$ cat config.mk
export PLATFORM = sky130hd
export DESIGN_NAME = mem_access_sequencer_flat
export DESIGN_NICKNAME = d
export VERILOG_FILES = /design/src/rtl/mem_access_sequencer_if.sv /design/src/rtl/mem_access_sequencer.sv /design/src/flat_wrapper.sv
export SDC_FILE = /design/constraint.sdc
export NUM_CORES = 1
export LEC_CHECK = 0
export ABC_CLOCK_PERIOD_IN_PS = 4400
export CAP_MARGIN = 10
export CORE_MARGIN = 2
export CORE_UTILIZATION = 50
export DETAILED_ROUTE_END_ITERATION = 8
export PLACE_DENSITY = 0.91
export RECOVER_POWER = 25
export REMOVE_ABC_BUFFERS = 1
export SYNTH_ARGS = -nofsm -noshare
export SYNTH_HDL_FRONTEND = slang
export SYNTH_SLANG_ARGS = --single-unit
export TNS_END_PERCENT = 100
$ cat constraint.sdc
create_clock -name clk -period 4.4 [get_ports clk]
set_input_delay 0.66 -clock clk [delete_from_list [all_inputs] [get_ports clk]]
set_output_delay 0.66 -clock clk [all_outputs]
set_load 0.02 [all_outputs]
$ cat src/rtl/mem_access_sequencer_if.sv
// Pipeline-side and D-cache-side signals of the MEM-stage access sequencer.
// The slave modport is the sequencer; the master modport is the pipeline/cache environment.
interface mem_access_sequencer_if #(
   parameter int ADDR_WIDTH = 16,
   parameter int DATA_WIDTH = 16
);
   logic                  iValid;
   logic                  iMemRead;
   logic                  iMemWrite;
   logic                  iIndirect;
   logic                  iByteEnable;
   logic [ADDR_WIDTH-1:0] iAddr;
   logic [DATA_WIDTH-1:0] iStoreData;
   logic                  iPipeHold;
   logic                  oDcacheRead;
   logic                  oDcacheWrite;
   logic [ADDR_WIDTH-1:0] oDcacheAddr;
   logic [DATA_WIDTH-1:0] oDcacheWdata;
   logic [1:0]            oDcacheByteEn;
   logic                  iDcacheResp;
   logic [DATA_WIDTH-1:0] iDcacheRdata;
   logic                  oStall;
   logic [DATA_WIDTH-1:0] oLoadData;
   logic                  oDone;

   modport master (
      output iValid, iMemRead, iMemWrite, iIndirect, iByteEnable, iAddr, iStoreData,
             iPipeHold, iDcacheResp, iDcacheRdata,
      input  oDcacheRead, oDcacheWrite, oDcacheAddr, oDcacheWdata, oDcacheByteEn,
             oStall, oLoadData, oDone
   );

   modport slave (
      input  iValid, iMemRead, iMemWrite, iIndirect, iByteEnable, iAddr, iStoreData,
             iPipeHold, iDcacheResp, iDcacheRdata,
      output oDcacheRead, oDcacheWrite, oDcacheAddr, oDcacheWdata, oDcacheByteEn,
             oStall, oLoadData, oDone
   );
endinterface

$ cat src/rtl/mem_access_sequencer.sv
// LC-3b MEM-stage controller: one D-cache access (LDR/STR/LDB/STB) or pointer fetch plus
// access (LDI/STI); stalls until the response, formats load data, parks it during iPipeHold.
module mem_access_sequencer #(
   parameter int ADDR_WIDTH = 16,
   parameter int DATA_WIDTH = 16
) (
   input  logic                  clk,
   input  logic                  reset,
   mem_access_sequencer_if.slave bus
);
   typedef enum logic [1:0] {IDLE, PTR, ACC, HOLD} state_t;

   state_t                state_q, state_d;
   logic [ADDR_WIDTH-1:0] ptr_q, ptr_d;
   logic [ADDR_WIDTH-1:0] acc_addr_q, acc_addr_d;
   logic [DATA_WIDTH-1:0] hold_data_q, hold_data_d;

   logic                  memop;
   logic                  acc_read;
   logic [ADDR_WIDTH-1:0] eff_addr;
   logic [DATA_WIDTH-1:0] fmt_data;

   always_comb begin
      memop    = bus.iValid & (bus.iMemRead | bus.iMemWrite);
      // Write wins when both read and write are decoded.
      acc_read = bus.iMemRead & ~bus.iMemWrite;
      eff_addr = bus.iIndirect ? ptr_q : acc_addr_q;

      if (!bus.iByteEnable)
         fmt_data = bus.iDcacheRdata;
      else if (eff_addr[0])
         fmt_data = {{(DATA_WIDTH-8){1'b0}}, bus.iDcacheRdata[15:8]};
      else
         fmt_data = {{(DATA_WIDTH-8){1'b0}}, bus.iDcacheRdata[7:0]};

      state_d           = state_q;
      ptr_d             = ptr_q;
      acc_addr_d        = acc_addr_q;
      hold_data_d       = hold_data_q;
      bus.oDcacheRead   = 1'b0;
      bus.oDcacheWrite  = 1'b0;
      bus.oDcacheAddr   = '0;
      bus.oDcacheWdata  = '0;
      bus.oDcacheByteEn = 2'b00;
      bus.oStall        = 1'b0;
      bus.oLoadData     = '0;
      bus.oDone         = 1'b0;

      case (state_q)
         IDLE: begin
            bus.oStall = memop;
            if (memop) begin
               if (bus.iIndirect) begin
                  state_d = PTR;
               end else begin
                  state_d    = ACC;
                  acc_addr_d = bus.iAddr;
               end
            end
         end
         PTR: begin
            bus.oDcacheRead   = 1'b1;
            bus.oDcacheAddr   = {bus.iAddr[ADDR_WIDTH-1:1], 1'b0};
            bus.oDcacheByteEn = 2'b11;
            bus.oStall        = 1'b1;
            if (bus.iDcacheResp) begin
               ptr_d      = bus.iDcacheRdata[ADDR_WIDTH-1:0];
               acc_addr_d = bus.iDcacheRdata[ADDR_WIDTH-1:0];
               state_d    = ACC;
            end
         end
         ACC: begin
            bus.oDcacheRead  = acc_read;
            bus.oDcacheWrite = ~acc_read;
            if (bus.iByteEnable) begin
               bus.oDcacheAddr   = eff_addr;
               bus.oDcacheByteEn = eff_addr[0] ? 2'b10 : 2'b01;
               bus.oDcacheWdata  = {bus.iStoreData[7:0], bus.iStoreData[7:0]};
            end else begin
               bus.oDcacheAddr   = {eff_addr[ADDR_WIDTH-1:1], 1'b0};
               bus.oDcacheByteEn = 2'b11;
               bus.oDcacheWdata  = bus.iStoreData;
            end
            bus.oStall = ~bus.iDcacheResp;
            if (bus.iDcacheResp) begin
               bus.oDone     = 1'b1;
               bus.oLoadData = fmt_data;
               // Park the result so the instruction is never re-issued while frozen downstream.
               if (bus.iPipeHold) begin
                  hold_data_d = fmt_data;
                  state_d     = HOLD;
               end else begin
                  state_d = IDLE;
               end
            end
         end
         HOLD: begin
            bus.oLoadData = hold_data_q;
            if (!bus.iPipeHold)
               state_d = IDLE;
         end
         default: state_d = IDLE;
      endcase
   end

   always_ff @(posedge clk) begin
      if (reset) begin
         state_q     <= IDLE;
         ptr_q       <= '0;
         acc_addr_q  <= '0;
         hold_data_q <= '0;
      end else begin
         state_q     <= state_d;
         ptr_q       <= ptr_d;
         acc_addr_q  <= acc_addr_d;
         hold_data_q <= hold_data_d;
      end
   end
endmodule

$ cat src/flat_wrapper.sv
// flat-port wrapper written by rule: the top's interface ports become plain ports
module mem_access_sequencer_flat 
#(
   parameter int ADDR_WIDTH = 16,
   parameter int DATA_WIDTH = 16
)
  (clk, reset, bus_iValid, bus_iMemRead, bus_iMemWrite, bus_iIndirect, bus_iByteEnable, bus_iAddr, bus_iStoreData, bus_iPipeHold, bus_iDcacheResp, bus_iDcacheRdata, bus_oDcacheRead, bus_oDcacheWrite, bus_oDcacheAddr, bus_oDcacheWdata, bus_oDcacheByteEn, bus_oStall, bus_oLoadData, bus_oDone);
  mem_access_sequencer_if #(.ADDR_WIDTH(ADDR_WIDTH), .DATA_WIDTH(DATA_WIDTH)) bus_i ();
  input  logic clk;
  input  logic reset;
  input wire logic [$bits(bus_i.iValid)-1:0] bus_iValid;
  input wire logic [$bits(bus_i.iMemRead)-1:0] bus_iMemRead;
  input wire logic [$bits(bus_i.iMemWrite)-1:0] bus_iMemWrite;
  input wire logic [$bits(bus_i.iIndirect)-1:0] bus_iIndirect;
  input wire logic [$bits(bus_i.iByteEnable)-1:0] bus_iByteEnable;
  input wire logic [$bits(bus_i.iAddr)-1:0] bus_iAddr;
  input wire logic [$bits(bus_i.iStoreData)-1:0] bus_iStoreData;
  input wire logic [$bits(bus_i.iPipeHold)-1:0] bus_iPipeHold;
  input wire logic [$bits(bus_i.iDcacheResp)-1:0] bus_iDcacheResp;
  input wire logic [$bits(bus_i.iDcacheRdata)-1:0] bus_iDcacheRdata;
  output wire logic [$bits(bus_i.oDcacheRead)-1:0] bus_oDcacheRead;
  output wire logic [$bits(bus_i.oDcacheWrite)-1:0] bus_oDcacheWrite;
  output wire logic [$bits(bus_i.oDcacheAddr)-1:0] bus_oDcacheAddr;
  output wire logic [$bits(bus_i.oDcacheWdata)-1:0] bus_oDcacheWdata;
  output wire logic [$bits(bus_i.oDcacheByteEn)-1:0] bus_oDcacheByteEn;
  output wire logic [$bits(bus_i.oStall)-1:0] bus_oStall;
  output wire logic [$bits(bus_i.oLoadData)-1:0] bus_oLoadData;
  output wire logic [$bits(bus_i.oDone)-1:0] bus_oDone;
  assign bus_i.iValid = bus_iValid;
  assign bus_i.iMemRead = bus_iMemRead;
  assign bus_i.iMemWrite = bus_iMemWrite;
  assign bus_i.iIndirect = bus_iIndirect;
  assign bus_i.iByteEnable = bus_iByteEnable;
  assign bus_i.iAddr = bus_iAddr;
  assign bus_i.iStoreData = bus_iStoreData;
  assign bus_i.iPipeHold = bus_iPipeHold;
  assign bus_i.iDcacheResp = bus_iDcacheResp;
  assign bus_i.iDcacheRdata = bus_iDcacheRdata;
  assign bus_oDcacheRead = bus_i.oDcacheRead;
  assign bus_oDcacheWrite = bus_i.oDcacheWrite;
  assign bus_oDcacheAddr = bus_i.oDcacheAddr;
  assign bus_oDcacheWdata = bus_i.oDcacheWdata;
  assign bus_oDcacheByteEn = bus_i.oDcacheByteEn;
  assign bus_oStall = bus_i.oStall;
  assign bus_oLoadData = bus_i.oLoadData;
  assign bus_oDone = bus_i.oDone;
  mem_access_sequencer #(.ADDR_WIDTH(ADDR_WIDTH), .DATA_WIDTH(DATA_WIDTH)) u_core (.clk(clk), .reset(reset), .bus(bus_i));
endmodule
; ---- Word-level counts from Yosys, hierarchy flattened
; Index checks and enable logic that the tools add are counted.
[word_totals]
regBits = 50
output_inout_bits = 54
elab_cells = 52
input_bits = 57
[classes]
n_bitwise = 6
n_reduce_logical = 6
muxes = 28
eq_ne = 8
[op_table]
columns = operator, n
row1 = two-way mux 16 bit, 8
row2 = case mux 16 bit (2 select lines), 3
row3 = two-way mux 2 bit, 8
row4 = two-way mux 8 bit, 1
row5 = != test 2 bit (second input constant), 4
row6 = case mux 2 bit (4 select lines), 1
row7 = AND reduction 4 bit, 2
row8 = == test 2 bit (second input constant), 2
row9 = two-way mux 1 bit, 4
row10 = case mux 2 bit (2 select lines), 1
row11 = NOT 1 bit, 3
row12 = case mux 1 bit (3 select lines), 1
row13 = AND reduction 3 bit, 1
row14 = AND 1 bit, 2
row15 = == test 2 x 1 -> 1 bit (second input constant), 1
row16 = zero test 2 bit, 1
row17 = != test 2 x 1 -> 1 bit (second input constant), 1
row18 = case mux 1 bit (2 select lines), 1
row19 = AND reduction 2 bit, 1
row20 = nonzero test 2 bit, 1
row21 = bitwise OR 1 bit, 1

; ---- Depth between registers and ports, before layout
[logic_depth]
depth_word = 5
mapped_depth = 7
ltp_nobuf = 5

; ---- Worst setup path before layout
; Ideal clock, no wire load.
[synth_path]
kind = input -> output
from = input port bus_iIndirect
to = output port bus_oDcacheByteEn[0]
n_path_buf = 1
arrival_time_ns = 1.771
required_ns = 3.740
setup_slack_ns = 1.969
path_stages = 4
cell_sequence = buf_4 mux2i_4 nor2_2 o21ai_0
[synth_between]
elab_chain_cells = 4
[synth_lines]
columns = item, line_no
row1 = "start, declared", flat_wrapper.sv:14  ; input wire logic [$bits(bus_i.iIndirect)-1:0] bus_iIndirect;
row2 = two-way mux 16 bit, mem_access_sequencer.sv:27  ; eff_addr = bus.iIndirect ? ptr_q : acc_addr_q;
row3 = two-way mux 2 bit, mem_access_sequencer.sv:77  ; bus.oDcacheByteEn = eff_addr[0] ? 2'b10 : 2'b01;
row4 = two-way mux 2 bit, mem_access_sequencer.sv:75  ; if (bus.iByteEnable) begin
row5 = case mux 2 bit (2 select lines), mem_access_sequencer.sv:49  ; case (state_q)
row6 = "end, declared", flat_wrapper.sv:25  ; output wire logic [$bits(bus_i.oDcacheByteEn)-1:0] bus_oDcacheByteEn;
; Every way passes these cells.

; ---- Worst setup path after layout
[layout_path]
from = register u_core.state_q[1]
to = output port bus_oDcacheAddr[11]
[layout_between]
elab_chain_cells = 2
elab_cells_between_ends = 3
cone_classes = eq/ne (2) / mux (1)
[layout_lines]
columns = item, line_no
row1 = "start, declared", mem_access_sequencer.sv:13  ; state_t state_q, state_d;
row2 = "start signal, assigned", mem_access_sequencer.sv:113  ; state_q <= state_d;
row3 = == test 2 bit / == test 2 x 1 -> 1 bit (equally long branches), mem_access_sequencer.sv:49
row4 = case mux 16 bit (2 select lines) (*), mem_access_sequencer.sv:49
row5 = "end, declared", flat_wrapper.sv:23  ; output wire logic [$bits(bus_i.oDcacheAddr)-1:0] bus_oDcacheAddr;
; Mark *: on every way between the ends. The rest lies on a longest branch, timed or not.

==> impl_metrics.ini <==
[floorplanning]
pin_count = 111
die_w_um = 84.76
fp.dieArea_um2 = 7183
std_cell_rows = 29
die_h_um = 84.76
start_util_pct = 51.64
core-area_um2 = 6314

[sta]
finalSetupViolations = 0
fin_crit_sh_pct = 84.60
relSlewSlack_pct = 42.98
fmaxAchievable_mhz = 268.6
holdWs_ns = 0.4600
slew_viol_final = 0
rsz0062_at_grt = false
tightestPinTransition_ns = 0.8553
totalNegativeSetupSlack_ns = 0
finClkSkew_ns = 0.006198
fin_ws_ns = 0.6776
period_minus_slack_ns = 3.722
hold_violations = 0

[global_routing]
globalRoute.totalOverflow = 0
grt_pass1_vias = 3503
grt_use_total_pct = 28.56
grt_pass1_wl_um = 16840
grt_max_degree = 35
antenna_found_initial = 0

[power]
swShare_pct = 43.15
p_sw_uw = 908.6
powerDensity_nw_per_um2 = 476.3
p_leak_nw = 1.489
peakVddDrop_mv = 0.2435
combPwrFrac_pct = 55.3
intPower_mw = 1.197
clockPowerShare_pct = 15.4
total_power_mw = 2.106
p_seq_share_pct = 29.3

[critical_path]
ff2ff_setup_slack_ns = 2.03
crit_path_start = u_core.state_q[1]
cp_slowest_cell = ha_1
path_class = reg -> out
crit_path_end_kind = primary output
crit_fanout = 25
r2r_cells = 5
worstPathArrival_ns = 3.06
worstReg2RegStart = u_core.state_q[0]
critical_path.cell_chain = inv_1 -> ha_1 -> and2_1 -> nand2_1 -> o21ai_0 -> clkdlybuf4s50_1
cp-start-kind = register
cpPeakStageDelay_ns = 0.74
required_ns = 3.74

[synthesis]
synth.cell_area_um2 = 3261
syn_avg_cell_area_um2 = 7.530
seq_area_frac_synth_pct = 30.70
synthFlopType = dfxtp_1
ys_seq_elements = 50
async_reset_ff_share_pct = 0
synth_top_cells_by_area = dfxtp_1, nand2_1, mux2i_1
synth-edff-count = 0
ys_warn_count = 0
syn_inst = 433
yosys.area.top_type = dfxtp_1
synth_cell_type_count = 36
synth_top_area_share_pct = 30.70

[routing]
wl_per_cell_um = 17.24
vias = 3639
top_layer_used = met4
wl_met3_um = 789
viasPerCell = 6.137
drt_iter0_drc = 317
routed-wl-met2_um = 5125
first_pass_iters = 5
drc_errors = 0
wl_met1_um = 4146
final_antenna_net_count = 0
wl_um = 10230

[clocking]
clk_latency_ns = 0.30
cts_tree = built
cts_setup_buffers = 0
postCtsResizedCells = 0
cts_buffer_depth = 2
htree_levels = 2
cts.sinks = 50
clkSlewWorstSetupHoldPaths_ns = 0.09
root_buffer = clkbuf_8
cts_inserted_buffers = 5
hold_buffers = 0

[placement]
pre_cts_slack_ns = 0.9931
port_buffers = 110
dpl.hpwl_um = 7184
gp_congestion = 0.8954

[finish]
diodes = 0
design.final.nets = 577
multi_input_area_um2 = 2044
areaGrowthSynthToFinish_pct = 35.57
fin_util_pct = 70.02
seq_area_um2 = 1001
fillers = 512
layout-drive-gt1-share_pct = 3.101

[flow_run]
cap_violations = 0

[hold_path]
hold_path_depth = 2
min_path_type = reg -> reg
hp-start = u_core.ptr_q[7]

[outcome]
status = finished, final reports clean
## worst paths after layout
kind                                end
setup / recovery    bus_oDcacheAddr[11]
hold / removal          u_core.ptr_q[7]
setup reg to reg  u_core.hold_data_q[3]
hold reg to reg         u_core.ptr_q[7]
## metrics by stage
stage                     instance area (µm²)  cells
final                                    4420    593
after CTS                                4420    593
after global routing                     4420    593
after floorplan                          3072    392
after global placement                   4314    585
after detailed placement                 4314    585
## flip-flops by register name, indices dropped and copies added (netlist names)
register,flops
u_core.acc_addr_q,16
u_core.state_q,2
u_core.hold_data_q,16
u_core.ptr_q,16
## worst max-delay path: cells and delay by family (launching register included)
family	cells	cell delay (ns)
buf+inv	2	0.79
compound gates	1	0.14
fa+ha+maj	1	0.74
simple gates	2	0.74
flops	1	0.35
## cells in the final DEF (no fill, tap or decap), types with 2 or more instances in the layout
master,count
clkbuf_1,2
ha_1,5
o211ai_1,25
nand3_1,18
a311oi_1,8
clkdlybuf4s50_1,110
nand3b_1,17
nand2b_1,2
mux2i_1,24
and2_1,13
inv_1,6
dfxtp_1,50
nand2_1,76
nor2_1,27
clkbuf_8,5
buf_4,6
nand4_1,8
mux2_2,2
nor2b_1,8
o21ai_0,27
a211oi_1,32
a22o_1,8
a21oi_1,25
## power by group through the flow
stage          sequential (mW)  clock, mW  combinational, mW
2_1_floorplan            0.604          0              0.719
3_3_place_gp             0.616          0               1.11
3_5_place_dp             0.623          0               1.15
4_1_cts                  0.614      0.323               1.16
5_1_grt                  0.625      0.343               1.27
6_report                 0.616      0.324               1.17
## metal layers
| metal | vias to the layer above | GRT usage (%) |
|---|---|---|
| met2 | 184 | 48.68 |
| met3 | 17 | 4.720 |
| met4 | 0 | 8.369 |
| met5 | - | 0 |
| met1 | 1713 | 37.23 |
| li1 | 1725 | - |
## logic make-up (layout without fill, tap and decap cells)
family                   count (synthesis)  after routing  synth area share [%]
AO/OA/AOI/OAI                          129            129                 26.48
adder cells (fa/ha/maj)                  5              5                 1.919
buffers and inverters                   48            131                 6.600
flip-flops                              50             50                 30.70
multiplexers                            28             28                 9.094
AND/OR/NAND/NOR                        173            173                 25.21
## synthesized netlist by cell type, drive strengths merged (2+ instances only)
cell type / count
a211oi: 32
a21oi: 25
a22o: 8
a311oi: 8
and2: 13
buf: 21
clkbuf: 20
dfxtp: 50
ha: 5
inv: 6
mux2: 3
mux2i: 25
nand2: 76
nand2b: 2
nand3: 18
nand3b: 17
nand4: 8
nor2: 28
nor2b: 8
o211ai: 25
o21ai: 27
## cell type report
cell class / count / share of cell area (%)
timing repair buffer: 116 / 25.93
tap: 77 / 2.179
clock buffer: 7 / 1.727
inverter: 7 / 0.5944
clock inverter: 1 / 0.6793
sequential: 50 / 22.64
multi-input combinational: 335 / 46.25
(Power assumes the default switching activity.)
